File: config.mk
export PLATFORM = sky130hd
export DESIGN_NAME = dac_window_agc
export DESIGN_NICKNAME = d
export VERILOG_FILES = /design/src/rtl/dac_window_agc_pkg.sv /design/src/rtl/dac_window_agc_round_sat.sv /design/src/rtl/dac_window_agc.sv
export SDC_FILE = /design/constraint.sdc
export NUM_CORES = 1
export LEC_CHECK = 0
export BUFFER_PORTS_ARGS = -buffer_cell sky130_fd_sc_hd__buf_4
export CORE_MARGIN = 10
export CORE_UTILIZATION = 61
export CTS_BUF_LIST = sky130_fd_sc_hd__clkbuf_4 sky130_fd_sc_hd__clkbuf_8
export DETAILED_ROUTE_END_ITERATION = 8
export PLACE_DENSITY_LB_ADDON = 0.3
export SYNTH_ARGS = -nofsm -noshare
export SYNTH_HDL_FRONTEND = slang
export SYNTH_SLANG_ARGS = --single-unit
File: constraint.sdc
create_clock -name clk_in -period 14.35 [get_ports clk_in]
set_input_delay 1.435 -clock clk_in [delete_from_list [all_inputs] [get_ports clk_in]]
set_output_delay 1.435 -clock clk_in [all_outputs]
set_load 0.1 [all_outputs]
File: src/rtl/dac_window_agc_pkg.sv
// Shared constants and helpers for the DAC window / AGC path.
package dac_window_agc_pkg;

  localparam int DIST_W     = 8;
  localparam int CLIP_CNT_W = 16;
  localparam int FMT_MAX_W  = 32;

  // Per-cycle action taken on the distance register.
  typedef enum logic [1:0] {
    AGC_HOLD,
    AGC_LOAD,
    AGC_ATTACK,
    AGC_DECAY
  } agc_act_e;

  // Limit a requested window top to the legal range [lo, hi].
  function automatic logic [DIST_W-1:0] clamp_dist(
    input logic [DIST_W-1:0] d,
    input logic [DIST_W-1:0] lo,
    input logic [DIST_W-1:0] hi
  );
    if (d < lo) return lo;
    else if (d > hi) return hi;
    else return d;
  endfunction

  // Two's complement to converter code: offset binary flips the sign bit of a w-bit word.
  function automatic logic [FMT_MAX_W-1:0] to_dac_code(
    input logic [FMT_MAX_W-1:0] v,
    input int                   w,
    input bit                   offset_bin
  );
    return offset_bin ? (v ^ (32'd1 << (w - 1))) : v;
  endfunction

endpackage

File: src/rtl/dac_window_agc_round_sat.sv
// Arithmetic right shift with round-half-up and saturation to an OUT_W signed range.
module dac_round_sat
  import dac_window_agc_pkg::*;
#(
  parameter int IN_W  = 28,
  parameter int OUT_W = 14
) (
  input  logic signed [IN_W-1:0]   value,
  input  logic        [DIST_W-1:0] shift,
  output logic signed [OUT_W-1:0]  result,
  output logic                     sat
);

  localparam logic signed [IN_W:0] MAX_V = {{(IN_W-OUT_W+2){1'b0}}, {(OUT_W-1){1'b1}}};
  localparam logic signed [IN_W:0] MIN_V = {{(IN_W-OUT_W+2){1'b1}}, {(OUT_W-1){1'b0}}};

  logic signed [IN_W:0] ext;
  logic signed [IN_W:0] rnd;
  logic signed [IN_W:0] sum;
  logic signed [IN_W:0] shifted;

  // One guard bit keeps the rounding carry visible so it can saturate instead of wrap.
  always_comb begin
    ext = {value[IN_W-1], value};
    rnd = '0;
    if (shift != '0) rnd = {{IN_W{1'b0}}, 1'b1} << (shift - 8'd1);
    sum     = ext + rnd;
    shifted = sum >>> shift;
    sat     = (shifted > MAX_V) || (shifted < MIN_V);
    if (sat) result = shifted[IN_W] ? MIN_V[OUT_W-1:0] : MAX_V[OUT_W-1:0];
    else     result = shifted[OUT_W-1:0];
  end

endmodule

File: src/rtl/dac_window_agc.sv
// DAC window selector: picks an OUT_W-bit window of a wide sample with rounding and
// saturation, formats it for the converter, and optionally auto-ranges the window.
module dac_window_agc
  import dac_window_agc_pkg::*;
#(
  parameter int IN_W       = 28,
  parameter int OUT_W      = 14,
  parameter int WIN_LOG    = 10,
  parameter int OFFSET_BIN = 1
) (
  input  logic                   clk_in,
  input  logic                   reset,
  input  logic signed [IN_W-1:0] DATA_IN,
  input  logic                   data_valid,
  input  logic [DIST_W-1:0]      distance,
  input  logic                   auto_mode,
  output logic [OUT_W-1:0]       DATA_OUT,
  output logic                   out_valid,
  output logic [DIST_W-1:0]      dist_cur,
  output logic                   clip,
  output logic [CLIP_CNT_W-1:0]  clip_cnt
);

  localparam logic [DIST_W-1:0] DIST_MIN = DIST_W'(OUT_W);
  localparam logic [DIST_W-1:0] DIST_MAX = DIST_W'(IN_W);

  logic signed [IN_W-1:0]  data_p1;
  logic                    vld_p1;
  logic [DIST_W-1:0]       dist_p1;
  logic signed [OUT_W-1:0] rs_result;
  logic                    rs_sat;

  logic [WIN_LOG-1:0] win_cnt;
  logic [IN_W-2:0]    peak;
  logic [IN_W-2:0]    abs_in;
  logic [IN_W-2:0]    peak_cand;
  logic [IN_W-1:0]    thr;
  logic               attack;
  logic               win_end;
  agc_act_e           act;

  // Stage 1: capture the sample together with the distance it will be windowed by.
  always_ff @(posedge clk_in) begin
    data_p1 <= DATA_IN;
    dist_p1 <= dist_cur;
    if (reset) vld_p1 <= 1'b0;
    else       vld_p1 <= data_valid;
  end

  dac_round_sat #(.IN_W(IN_W), .OUT_W(OUT_W)) u_round_sat (
    .value  (data_p1),
    .shift  (dist_p1 - DIST_MIN),
    .result (rs_result),
    .sat    (rs_sat)
  );

  // Stage 2: register the formatted code; code and clip hold between valid samples.
  always_ff @(posedge clk_in) begin
    if (reset) begin
      DATA_OUT  <= OUT_W'(to_dac_code('0, OUT_W, OFFSET_BIN != 0));
      out_valid <= 1'b0;
      clip      <= 1'b0;
      clip_cnt  <= '0;
    end else begin
      out_valid <= vld_p1;
      if (vld_p1) begin
        DATA_OUT <= OUT_W'(to_dac_code({{(FMT_MAX_W-OUT_W){1'b0}}, rs_result}, OUT_W,
                                       OFFSET_BIN != 0));
        clip     <= rs_sat;
        if (rs_sat && (clip_cnt != '1)) clip_cnt <= clip_cnt + 1'b1;
      end
    end
  end

  // Magnitude of the incoming sample; the most negative code saturates to the positive max.
  always_comb begin
    abs_in = DATA_IN[IN_W-2:0];
    if (DATA_IN[IN_W-1]) begin
      if (DATA_IN[IN_W-2:0] == '0) abs_in = '1;
      else                         abs_in = ~DATA_IN[IN_W-2:0] + 1'b1;
    end
    peak_cand = (data_valid && (abs_in > peak)) ? abs_in : peak;
    thr       = {{(IN_W-1){1'b0}}, 1'b1} << (dist_cur - 8'd2);
    attack    = auto_mode && vld_p1 && rs_sat;
    win_end   = auto_mode && data_valid && (&win_cnt);
  end

  // Choose the distance action; a clip outranks a window-end decay.
  always_comb begin
    act = AGC_HOLD;
    if (!auto_mode) act = AGC_LOAD;
    else if (attack) act = AGC_ATTACK;
    else if (win_end && ({1'b0, peak_cand} < thr) && (dist_cur > DIST_MIN)) act = AGC_DECAY;
  end

  // Distance register plus the decay window counter and peak tracker.
  always_ff @(posedge clk_in) begin
    if (reset) begin
      dist_cur <= DIST_MAX;
      win_cnt  <= '0;
      peak     <= '0;
    end else begin
      unique case (act)
        AGC_LOAD:   dist_cur <= clamp_dist(distance, DIST_MIN, DIST_MAX);
        AGC_ATTACK: if (dist_cur < DIST_MAX) dist_cur <= dist_cur + 8'd1;
        AGC_DECAY:  dist_cur <= dist_cur - 8'd1;
        default:    ;
      endcase
      if (!auto_mode || attack || win_end) begin
        win_cnt <= '0;
        peak    <= '0;
      end else if (data_valid) begin
        win_cnt <= win_cnt + 1'b1;
        peak    <= peak_cand;
      end
    end
  end

endmodule

==> impl_metrics.tcl, run 1 <==
set metrics [dict create \
    p_clk_share_pct 29.1 \
    hold_path.class "flip-flop to flip-flop" \
    grt_max_degree 44 \
    globalplace.congestion 0.951 \
    h-tree-depth 4 \
    grt_pass1_vias 11000 \
    p_switching_mw 0.420 \
    hold_buffers 0 \
    min_period_ps 11300 \
    setup_viol 0 \
    finalMaxSlewViolations 0 \
    fin_cells 1809 \
    drive_above_1_share_pct 12.7 \
    dp_cells 1777 \
    slowest_stage "nor3_1" \
    cts_tree "yes" \
    route.vias.total 11900 \
    cts.clk_slew.worst_paths_ps 70 \
    netlist_instances 1539 \
    synth_area_mm2 0.0113 \
    cts_buffers 17 \
    peakVddDrop_mv 0.0710 \
    io_pins 80 \
    final_cell_mix "nand2_1 (164), nor2_1 (138), o21ai_0 (132), dfxtp_1 (114), a21oi_1 (102)" \
    critPathBufInv 4 \
    nFillCells 1550 \
    detail_route.first_pass.iterations 6 \
    p_int_mw 0.630 \
    p_leak_nw 4.93 \
    crit_required_ps 14690 \
    ys_seq_area_share_pct 20.2 \
    worst_pin_slew_ps 877 \
    core_mm2 0.0181 \
    critical-path-top-delay-family "compound AO/OA/AOI/OAI gates" \
    post_cts_buffers 0 \
    start_kind "input port" \
    hold_violations 0 \
    cts_root_buf "clkbuf_8" \
    synthesis.nets 1675 \
    insertion_delay_ps 450 \
    grt_util_all_layers_pct 27.0 \
    antenna_found_initial 0 \
    layout.cells.most_common "nand2_1" \
    row_count 49 \
    powerDensity_mw_per_mm2 85.5 \
    rsz0062_at_grt "false" \
    cp_slowest_stage_delay_ps 580 \
    fp.dieH_um 156 \
    p_comb_share_pct 38.6 \
    grt_pass1_wl_um 54600 \
    via_per_inst 6.55 \
    cp_max_fo 24 \
    numPortBuffers 79 \
    async_flop_share_pct 0 \
    yosys_warnings 0 \
    maxCapViolations 0 \
    switching_share_pct 40.0 \
    timing.fmax_ghz 0.0885 \
    postCtsResizedCells 0 \
    totalWireLength_um 33800 \
    slew_headroom_pct 41.2 \
    dp_hpwl_um 25800 \
    drc 0 \
    cpMostUsedCell "o21ai_0" \
    worstPathArrival_ps 11630 \
    fp.dieW_um 156 \
    postRouteAntennaNets 0 \
    grt.overflow.total 0 \
    syn_area_per_cell_um2 7.34 \
    synth_edf_count 0 \
    initial_core_util_pct 62.4 \
    synth_flop_cell "dfxtp_1" \
    fin_crit_sh_pct 78.7 \
    status "finished clean" \
    final.setup.tns_ps 0 \
    wire_per_inst_um 18.7 \
    syn2layout_area_growth_pct 8.83 \
    die_area_mm2 0.0243 \
    critPathCaptureType "flip-flop" \
    yosysUniqueCellTypes 99 \
    clock_skew_ps 14.1 \
    worstSetupPathType "input port to flip-flop" \
    seqPwrFrac_pct 32.3 \
    ys_seq_elements 114 \
    cts.sinks 114 \
    dr.first_iter.drc_count 1200 \
    fin_nets 1703 \
    clockBufferDepth 2 \
    n_antenna_cell 0 \
]
[synthesized netlist by cell type, drive strengths merged, types with 25 or more instances]
cell type | number | area, um^2
a211oi | 29 | 223
a21o | 25 | 188
a21oi | 105 | 537
clkbuf | 57 | 214
dfxtp | 114 | 2280
ha | 94 | 1180
inv | 65 | 244
mux2i | 26 | 264
nand2 | 165 | 622
nand3 | 47 | 235
nand4 | 28 | 175
nor2 | 148 | 626
nor2b | 45 | 334
nor3 | 61 | 310
o21ai | 143 | 723
or3 | 27 | 169
xnor2 | 41 | 400
[sequential cells by signal (all words and copies together), names as in the netlist, 8 cells and up]
signal / count
data_p1: 28
clip_cnt: 16
dist_cur: 8
win_cnt: 10
peak: 27
dist_p1: 8
DATA_OUT: 14
[power by group through the flow]
stage	logic (mW)	registers [mW]	clock network, mW
2_1_floorplan	0.271	0.372	0
3_3_place_gp	0.387	0.346	0
3_5_place_dp	0.394	0.346	0
4_1_cts	0.396	0.339	0.310
5_1_grt	0.441	0.340	0.325
6_report	0.406	0.339	0.305
[worst paths after layout]
kind | startpoint | endpoint | slack (ps) | depth (start not counted)
hold / removal | clip | clip | 470 | 2
hold reg to reg | clip | clip | 470 | 2
setup reg to reg | dist_p1[0] | dist_cur[7] | 3140 | 36
setup / recovery | DATA_IN[1] | dist_cur[7] | 3050 | 50
[area by class of cell]
| cell class | instances | area [um^2] | area share (%) |
|---|---|---|---|
| multi-input combinational | 1279 | 8400 | 68.4 |
| sequential | 114 | 2280 | 18.6 |
| timing repair buffer | 88 | 661 | 5.38 |
| tap | 229 | 287 | 2.33 |
| inverter | 67 | 251 | 2.05 |
| clock buffer | 18 | 248 | 2.02 |
| clock inverter | 14 | 155 | 1.26 |
[cell families (layout without fill, tap and decap cells)]
kind of cell             after synthesis  in the layout  share of synthesized area (%)
AND/OR/NAND/NOR                      614            614                           27.5
AO/OA/AOI/OAI                        477            477                           27.8
buffers and inverters                146            187                           5.55
flip-flops                           114            114                           20.2
adder cells (fa/ha/maj)               96             96                           10.8
XOR/XNOR                              57             57                           4.85
multiplexers                          35             35                           3.27
[through the flow]
stage                     utilization (%)  hold WS [ps]  total power [mW]  setup slack (ps)  instance area [um^2]
after detailed placement             65.7           443             0.740              2710                 11900
after floorplan                         -           471             0.643              3780                 11300
after CTS                            67.9           464              1.04              3150                 12300
after global routing                 67.9           481              1.11              2100                 12300
after global placement               65.7           444             0.733              3150                 11900
final                                67.9           466              1.05              3050                 12300
[tightest hold or removal path, stage by stage, from the launching register on]
cell and delay, ps:
dfxtp_1 320, nand2_1 50, a21oi_1 50
[per-layer routing]
layer | up-vias | GRT usage (%) | wire (um)
li1 | 5721 | - | -
met1 | 5498 | 32.7 | 13500
met2 | 539 | 46.1 | 16600
met3 | 96 | 4.27 | 2470
met4 | 0 | 11.8 | 1190
met5 | - | 0 | 0
Note: power is estimated with default switching activity, not from simulation.
==> run 2, diff against run 1 <==
ABC_AREA = 1   (was default)
CORE_UTILIZATION = 58   (was 61)
clock period = 9.4 ns   (was 14.35 ns; I/O delays follow)
==> run 2 against run 1 <==
Against the previous run: worst hold slack worse by 4.5 ps; global-route usage is 0.55 points lower; area after synthesis is 2.3% higher; clock power is 54% higher; cell area is 3.0% higher; total power is 62% higher; cell count is 26% higher; non-clock buffer count is 1 lower; synthesized cell count is 26% higher.
==> impl_metrics.tcl, run 2 <==
set metrics [dict create \
    insertion_delay_ps 440 \
    cts_buffers 17 \
    h-tree-depth 4 \
    globalplace.congestion 0.970 \
    dr.first_iter.drc_count 1140 \
    synth_flop_cell "dfxtp_1" \
    slew_headroom_pct 31.7 \
    clockBufferDepth 2 \
    detail_route.first_pass.iterations 8 \
    largest_reg_flops 28 \
    multi_input_area_mm2 0.00798 \
    maxCapViolations 0 \
    yosysMostFrequentCell "nand2_1" \
    final.setup.tns_ps 0 \
    synthesis.nets 2080 \
    cp_slowest_stage_delay_ps 520 \
    min_period_ps 8630 \
    crit_required_ps 9710 \
    antenna_found_initial 0 \
    synth_area_mm2 0.0115 \
    cp_max_fo 28 \
    totalWireLength_um 35400 \
    critPathCaptureType "flip-flop" \
    worst_pin_slew_ps 1010 \
    ys_seq_elements 114 \
    synth.top_cells.by_count "nand2_1 (459), nand3_1 (272), inv_1 (246)" \
    row_count 51 \
    drive_above_1_share_pct 10.7 \
    gr-max-usage-layer "met2" \
    synth_top_area_share_pct 19.8 \
    n_antenna_cell 0 \
    finalMaxSlewViolations 0 \
    postRouteAntennaNets 0 \
    synth_edf_count 0 \
    synth_area_leaders "dfxtp_1 (20%), nand2_1 (15%), nand3_1 (12%), ha_1 (10%), inv_1 (8.0%)" \
    grt_use_met3_pct 3.86 \
    powerDensity_mw_per_mm2 134 \
    grt_pass1_vias 12100 \
    fp.dieH_um 161 \
    start_kind "input port" \
    netlist_instances 1944 \
    dp_cells 2240 \
    setup_slack_ps 771 \
    drc 0 \
    cts_tree "yes" \
    cts_root_buf "clkbuf_8" \
    yosys_warnings 0 \
    io_pins 80 \
    utilization_pct 64.8 \
    fin_crit_sh_pct 91.8 \
    grt_pass1_wl_um 57500 \
    yosysUniqueCellTypes 55 \
    hold_ws_ps 461 \
    async_flop_share_pct 0 \
    slowest_stage "or4_1" \
    yosys.area.top_type "dfxtp_1" \
    final_cell_mix "nand2_1 (459), nand3_1 (272), inv_1 (245), nor2_1 (222), dfxtp_1 (114)" \
    worstSetupPathType "input port to flip-flop" \
    max_flop_register "data_p1" \
    cts.sinks 114 \
    place_ws_ps 524 \
    route.vias.total 12900 \
    status "finished clean" \
    nFillCells 1947 \
    via_per_inst 5.66 \
    syn2layout_area_growth_pct 9.67 \
    grt_max_degree 47 \
    hold_violations 0 \
    setup_viol 0 \
    peakVddDrop_mv 0.102 \
    timing.fmax_ghz 0.116 \
    fp.dieW_um 161 \
    ys_seq_area_share_pct 19.8 \
    wire_per_inst_um 15.6 \
    cts.clk_slew.worst_paths_ps 60 \
    initial_core_util_pct 59.1 \
    fin_nets 2132 \
    worstPathArrival_ps 8940 \
    cpMostUsedCell "nand2_1" \
    dp_hpwl_um 28300 \
    core_mm2 0.0195 \
    rsz0062_at_grt "false" \
    syn_area_per_cell_um2 5.94 \
    die_area_mm2 0.0259 \
    use_met2_pct 45.4 \
    grt.overflow.total 0 \
    p_leak_nw 5.95 \
    use_met1_pct 32.0 \
    numPortBuffers 79 \
    hold_path.class "flip-flop to flip-flop" \
    clock_skew_ps 14.8 \
    layout.cells.most_common "nand2_1" \
    fin_cells 2272 \
    grt_util_all_layers_pct 26.4 \
    post_cts_buffers 0 \
    reg_top3 "data_p1: 28 flops, peak: 27 flops, clip_cnt: 16 flops" \
    regArea_mm2 0.00228 \
]
[run 2: changes by cell type in the layout (fill, tap and decap cells not counted), moves of 29 or more]
cell,previous run,this run
o21ai_0,132,99
inv_1,65,245
nor2_1,138,222
nand3_1,47,272
nor2_2,1,30
nand2_1,164,459
[run 2: final cells by class]
type	instances	share of cell area, %
Multi-Input combinational cell	1510	63.0
Sequential cell	114	18.0
Inverter	265	7.90
Timing Repair Buffer	87	5.16
Tap cell	265	2.62
Clock buffer	22	2.39
Clock inverter	8	0.810
Timing Repair inverter	1	0.0593
[run 2: path summary, 6_finish.rpt]
| check | startpoint | end | slack, ps | cells after the start |
|---|---|---|---|---|
| max | DATA_IN[1] | dist_cur[7] | 770 | 53 |
| min | dist_cur[7] | dist_p1[7] | 460 | 0 |
| max reg2reg | dist_p1[1] | dist_cur[7] | 990 | 60 |
| min reg2reg | dist_cur[7] | dist_p1[7] | 460 | 0 |
[run 2: cells by family (layout without fill, tap and decap cells)]
group | count (synthesis) | after routing | synth area share [%]
simple gates | 1110 | 1111 | 42.8
fa+ha+maj | 96 | 96 | 10.5
xor+xnor | 39 | 39 | 2.96
flops | 114 | 114 | 19.8
buf+inv | 321 | 383 | 11.2
compound gates | 264 | 264 | 12.7
[run 2: metrics by stage]
step | power (mW) | instance area [um^2]
after detailed placement | 1.22 | 12200
after global routing | 1.81 | 12700
after global placement | 1.21 | 12200
after floorplan | 1.06 | 11500
after CTS | 1.69 | 12600
final | 1.70 | 12700
[run 2: critical path: cells and delay by family]
kind | cells | cell delay (ps)
XOR/XNOR | 1 | 150
adder cells (fa/ha/maj) | 3 | 960
buffers and inverters | 11 | 1120
AO/OA/AOI/OAI | 10 | 1870
AND/OR/NAND/NOR | 28 | 3910
[run 2: report_power, final]
group,leakage [nW],internal (mW),switching (mW)
Clock,0.203,0.268,0.202
Sequential,0.936,0.502,0.0139
Combinational,4.81,0.214,0.501
[run 2: layer usage]
metal  vias to the layer above  part of all wire (%)
li1                       6487                     -
met1                      5818                    42
met2                       462                    48
met3                       100                   5.7
met4                         0                   4.2
met5                         -                     0
[run 2: timing repair]
action | in CTS | in global routing
hold endpoints to repair | 0 | 0
gates resized for setup | 0 | 5
hold buffers | 0 | 0
setup endpoints to repair | 0 | 1
